[src/rtl/input_device_module_pkg.sv]
// Shared definitions for the input device: status word layout and register select codes.
package input_device_module_pkg;

  localparam int ST_EMPTY   = 0;
  localparam int ST_FULL    = 1;
  localparam int ST_OVF     = 2;
  localparam int ST_CNT_LSB = 8;

  localparam logic SEL_STATUS = 1'b0;
  localparam logic SEL_DATA   = 1'b1;

  // Assemble the CPU-visible status word; unused bits read as zero.
  function automatic logic [31:0] pack_status(input logic empty, input logic full,
                                              input logic ovf, input logic [7:0] cnt);
    logic [31:0] s;
    s                    = '0;
    s[ST_EMPTY]          = empty;
    s[ST_FULL]           = full;
    s[ST_OVF]            = ovf;
    s[ST_CNT_LSB +: 8]   = cnt;
    return s;
  endfunction

endpackage

[src/rtl/input_device_module_sync_fifo.sv]
// Small synchronous FIFO. push/pop arrive already qualified by the caller
// (no push when full without a pop, no pop when empty).
module sync_fifo_module #(
  parameter int DEPTH = 4,
  parameter int AW    = 2
) (
  input  logic          clk,
  input  logic          rst,
  input  logic          push,
  input  logic          pop,
  input  logic [31:0]   din,
  output logic [31:0]   dout,
  output logic [AW:0]   count,
  output logic          empty,
  output logic          full
);

  logic [31:0] mem_q [DEPTH];
  logic [31:0] mem_d [DEPTH];
  logic [AW-1:0] wptr_q, wptr_d;
  logic [AW-1:0] rptr_q, rptr_d;
  logic [AW:0]   count_q, count_d;

  // Next-state: write at wptr, advance pointers, track occupancy.
  always_comb begin
    mem_d   = mem_q;
    wptr_d  = wptr_q;
    rptr_d  = rptr_q;
    count_d = count_q;
    if (push) begin
      mem_d[wptr_q] = din;
      wptr_d        = wptr_q + 1'b1;
    end
    if (pop) begin
      rptr_d = rptr_q + 1'b1;
    end
    case ({push, pop})
      2'b10:   count_d = count_q + 1'b1;
      2'b01:   count_d = count_q - 1'b1;
      default: count_d = count_q;
    endcase
  end

  // State register; reset clears storage too so nothing stale survives.
  always_ff @(posedge clk or posedge rst) begin
    if (rst) begin
      for (int i = 0; i < DEPTH; i++) mem_q[i] <= '0;
      wptr_q  <= '0;
      rptr_q  <= '0;
      count_q <= '0;
    end else begin
      mem_q   <= mem_d;
      wptr_q  <= wptr_d;
      rptr_q  <= rptr_d;
      count_q <= count_d;
    end
  end

  assign count = count_q;
  assign empty = (count_q == '0);
  assign full  = (count_q == (AW+1)'(DEPTH));
  assign dout  = empty ? 32'h0 : mem_q[rptr_q];

endmodule

[src/rtl/input_device_module.sv]
// CPU-readable input peripheral: buffers externally strobed words and exposes
// the FIFO head or a status word on the shared data/select interface.
module input_device_module
  import input_device_module_pkg::*;
#(
  parameter int DEPTH = 4,
  parameter int AW    = 2
) (
  input  logic        clk,
  input  logic        rst,
  input  logic [31:0] ext_data,
  input  logic        ext_valid,
  output logic        ext_ready,
  input  logic        sel_signal,
  input  logic        re,
  input  logic        we,
  input  logic [31:0] Data_in,
  output logic [31:0] Data_out,
  output logic        irq
);

  logic [31:0] fifo_dout;
  logic [AW:0] fifo_count;
  logic        fifo_empty;
  logic        fifo_full;

  logic        pop_acc;
  logic        push_acc;
  logic        ovf_set;
  logic        ovf_clr;
  logic [AW:0] count_nxt;
  logic        ovf_q, ovf_d;
  logic        irq_q, irq_d;
  logic [31:0] status;
  logic        unused_din;

  assign unused_din = ^{Data_in[31:3], Data_in[1:0]};

  // CPU decode and push/pop qualification; a full FIFO still accepts a word
  // when the CPU frees a slot on the same edge.
  always_comb begin
    pop_acc   = re && (sel_signal == SEL_DATA) && !fifo_empty;
    push_acc  = ext_valid && (!fifo_full || pop_acc);
    ovf_set   = ext_valid && fifo_full && !pop_acc;
    ovf_clr   = we && (sel_signal == SEL_STATUS) && Data_in[ST_OVF];
    count_nxt = fifo_count + {{AW{1'b0}}, push_acc} - {{AW{1'b0}}, pop_acc};
  end

  sync_fifo_module #(
    .DEPTH (DEPTH),
    .AW    (AW)
  ) u_fifo (
    .clk   (clk),
    .rst   (rst),
    .push  (push_acc),
    .pop   (pop_acc),
    .din   (ext_data),
    .dout  (fifo_dout),
    .count (fifo_count),
    .empty (fifo_empty),
    .full  (fifo_full)
  );

  // Sticky overflow; a set on the same edge as a clear takes priority.
  always_comb begin
    ovf_d = ovf_q;
    if (ovf_clr) ovf_d = 1'b0;
    if (ovf_set) ovf_d = 1'b1;
    irq_d = (count_nxt != '0);
  end

  // Overflow flag and interrupt registers.
  always_ff @(posedge clk or posedge rst) begin
    if (rst) begin
      ovf_q <= 1'b0;
      irq_q <= 1'b0;
    end else begin
      ovf_q <= ovf_d;
      irq_q <= irq_d;
    end
  end

  // Read mux: status word or FIFO head (zero when empty).
  always_comb begin
    status   = pack_status(fifo_empty, fifo_full, ovf_q, 8'(fifo_count));
    Data_out = (sel_signal == SEL_DATA) ? fifo_dout : status;
  end

  assign ext_ready = !fifo_full;
  assign irq       = irq_q;

endmodule

[config.mk]
export PLATFORM = sky130hd
export DESIGN_NAME = input_device_module
export DESIGN_NICKNAME = d
export VERILOG_FILES = /design/src/rtl/input_device_module_pkg.sv /design/src/rtl/input_device_module_sync_fifo.sv /design/src/rtl/input_device_module.sv
export SDC_FILE = /design/constraint.sdc
export NUM_CORES = 1
export LEC_CHECK = 0
export CAP_MARGIN = 20
export CORE_MARGIN = 2
export CORE_UTILIZATION = 50
export DETAILED_ROUTE_END_ITERATION = 6
export GPL_TIMING_DRIVEN = 0
export PLACE_DENSITY = 0.74
export SETUP_SLACK_MARGIN = 0.05
export SLEW_MARGIN = 15
export SYNTH_ARGS = -nofsm -noshare
export SYNTH_HDL_FRONTEND = slang
export SYNTH_SLANG_ARGS = --single-unit
[constraint.sdc]
create_clock -name clk -period 6.1 [get_ports clk]
set_input_delay 1.525 -clock clk [delete_from_list [all_inputs] [get_ports clk]]
set_output_delay 1.525 -clock clk [all_outputs]
set_load 0.02 [all_outputs]
==> impl_metrics.env <==
export IMPL_die_w_um=121.4
export IMPL_total_leakage_power_nw=3.701
export IMPL_fin_nets=580
export IMPL_final_common_cell="dfrtp_1"
export IMPL_cts_sinks=137
export IMPL_yosysWarnings=0
export IMPL_synth_fp_nets=488
export IMPL_clkLatencyLatePin_ns=0.43
export IMPL_place_congestion=0.7726
export IMPL_antenna_found_initial=0
export IMPL_syn2layout_area_growth_pct=23.81
export IMPL_antenna_left=0
export IMPL_critical_path_required_ns=4.58
export IMPL_cp_start_kind="input pin"
export IMPL_worstHoldPathType="flip-flop to flip-flop"
export IMPL_clockPowerShare_pct=22.2
export IMPL_drt_iter0_markers=246
export IMPL_p_comb_share_pct=46.0
export IMPL_grt_pass1_wl_um=23070
export IMPL_pin_count=104
export IMPL_die_area_mm2=0.01473
export IMPL_period_minus_slack_ns=5.423
export IMPL_synthCells=410
export IMPL_hold_buffers=0
export IMPL_cts_htree_levels=4
export IMPL_clockBufferDepth=2
export IMPL_dr_pass1_iters=4
export IMPL_p_int_mw=3.612
export IMPL_start_util_pct=51.60
export IMPL_drc=0
export IMPL_finClkSkew_ns=0.01192
export IMPL_mostFrequentLayoutCells="dfrtp_1, mux2_4, clkdlybuf4s50_1, mux4_2, nor2b_1"
export IMPL_grt_usage_pct=21.03
export IMPL_grt_start_max_net_pins=89
export IMPL_final_cells=691
export IMPL_grt_pass1_vias=4127
export IMPL_root_buffer="clkbuf_16"
export IMPL_outcome="complete, no violations"
export IMPL_seqPwrFrac_pct=31.8
export IMPL_finalCritPeriodShare_pct=88.90
export IMPL_path_max_fanout=10
export IMPL_coreArea_mm2=0.01335
export IMPL_synth_top_flop_cell="dfrtp_1"
export IMPL_drive_above_1_share_pct=43.30
export IMPL_maxCapViolCount=0
export IMPL_netlist_area_mm2=0.006888
export IMPL_worst_setup_path_end_kind="primary output"
export IMPL_vias=3745
export IMPL_tightest_slew_ns=0.8206
export IMPL_ys_seq_area_share_pct=49.77
export IMPL_post_cts_setup_buffers=0
export IMPL_post_place_cells=659
export IMPL_power_mw=5.177
export IMPL_clkTransAtPathRegs_ns=0.06
export IMPL_cp_arrival_ns=3.90
export IMPL_tritoncts="yes"
export IMPL_cts_resized=0
export IMPL_maxSlewViolCount=0
export IMPL_finalSetupViolations=0
export IMPL_cts_inserted_buffers=17
export IMPL_diodes=0
export IMPL_die_height_um=121.4
export IMPL_gr_total_overflow=0
export IMPL_fmax_mhz=184.4
export IMPL_switching_share_pct=30.23
export IMPL_synth_edff_count=0
export IMPL_synthArstFlopShare_pct=100.0
export IMPL_rows=42
export IMPL_grt_setup_unrepaired="no"
export IMPL_viasPerCell=5.420
export IMPL_whs_ns=0.5057
export IMPL_power_net_switching_mw=1.565
export IMPL_ys_ff_latch=137
export IMPL_synth_cell_types=26
export IMPL_port_buffers=72
export IMPL_hpwlAfterDp_um=8854
export IMPL_ir_drop_v=0.0002787
export IMPL_synth_area_per_cell_um2=16.80
export IMPL_relSlewSlack_pct=44.82
export IMPL_finalHoldViolCount=0
export IMPL_wirelength_um=14100
export IMPL_routedWlPerCell_um=20.40
export IMPL_worstSetupPathType="input pin to primary output"
export IMPL_powerDensity_mw_per_mm2=607.0
==> area by class of cell <==
| cell class | instances | area [um^2] |
|---|---|---|
| Inverter | 14 | 57.56 |
| Timing Repair Buffer | 73 | 748.2 |
| Fill cell | 971 | 4820 |
| Multi-Input combinational cell | 234 | 3206 |
| Clock buffer | 23 | 508.0 |
| Sequential cell | 137 | 3428 |
| Buffer | 25 | 201.4 |
| Tap cell | 176 | 220.2 |
| Clock inverter | 9 | 158.9 |
==> final timing paths <==
| path | from | cells past startpoint | to | slack [ns] |
|---|---|---|---|---|
| worst max-delay path | sel_signal | 6 | Data_out[9] | 0.68 |
| min in group asynchronous | rst | 2 | u_fifo.mem_q[53] | 1.51 |
| max in group asynchronous | rst | 3 | u_fifo.mem_q[65] | 3.81 |
| worst min-delay path | u_fifo.mem_q[18] | 1 | u_fifo.mem_q[18] | 0.51 |
| worst min register to register | u_fifo.mem_q[18] | 1 | u_fifo.mem_q[18] | 0.51 |
| worst max register to register | u_fifo.count[1] | 8 | irq | 3.39 |
==> critical path, cell delays in order <==
cell and delay, ns:
clkdlybuf4s50_1 0.48, clkbuf_1 0.33, o31ai_1 0.29, clkbuf_1 0.35
o22ai_1 0.27, clkdlybuf4s50_1 0.65
==> kinds of logic (layout without fill, tap and decap cells) <==
logic type               Yosys count  count (layout)  share of synthesized area (%)
AO/OA/AOI/OAI                     17              17                          2.198
XOR/XNOR                           8               8                          1.017
adder cells (fa/ha/maj)            8               8                          1.671
buffers and inverters             39             144                          3.688
flip-flops                       137             137                          49.77
multiplexers                     162             162                          38.26
AND/OR/NAND/NOR                   39              39                          3.397
==> per-stage QoR <==
stage / setup slack (ns) / area [um^2] / util, % / setup TNS [ns]
after floorplan: 0.9072 / 6888 / - / 0
after global placement: -0.8012 / 7829 / 58.65 / -108.56
after detailed placement: 0.7228 / 7861 / 58.90 / 0
after CTS: 0.6964 / 8528 / 63.89 / 0
after global routing: 0.5214 / 8528 / 63.89 / 0
final: 0.6771 / 8528 / 63.89 / 0
==> power by group through the flow <==
stage          Sequential [mW]  Combinational [mW]  Clock (mW)
2_1_floorplan             1.56                1.83           0
3_3_place_gp              1.62                2.33           0
3_5_place_dp              1.64                2.38           0
4_1_cts                   1.64                2.40        1.16
5_1_grt                   1.70                2.54        1.21
6_report                  1.65                2.38        1.15
==> per-layer routing <==
metal,wire [um],track usage (%),vias to the layer above
met1,6808,30.80,1988
met3,609,5.451,15
met5,0,0,-
met4,179,6.322,0
li1,-,-,1660
met2,6499,31.00,82
==> cells in the mapped netlist (all sizes together) (2+ instances only) <==
| cell type | instances | area share (%) |
|---|---|---|
| buf | 21 | 2.7 |
| clkbuf | 4 | 0.22 |
| fa | 2 | 0.58 |
| o22ai | 5 | 0.45 |
| xnor2 | 7 | 0.89 |
| nand2 | 8 | 0.44 |
| dfrtp | 137 | 50 |
| o21ai | 4 | 0.29 |
| ha | 6 | 1.1 |
| inv | 14 | 0.76 |
| a21oi | 4 | 0.94 |
| nor2b | 26 | 2.4 |
| mux2 | 130 | 28 |
| mux4 | 32 | 10 |
==> flip-flops by register name, indices dropped and copies added, names as in the netlist <==
signal	flops
ovf_q	1
irq	1
u_fifo.wptr_q	2
u_fifo.rptr_q	2
u_fifo.count	3
u_fifo.mem_q	128
(Power assumes the default switching activity.)
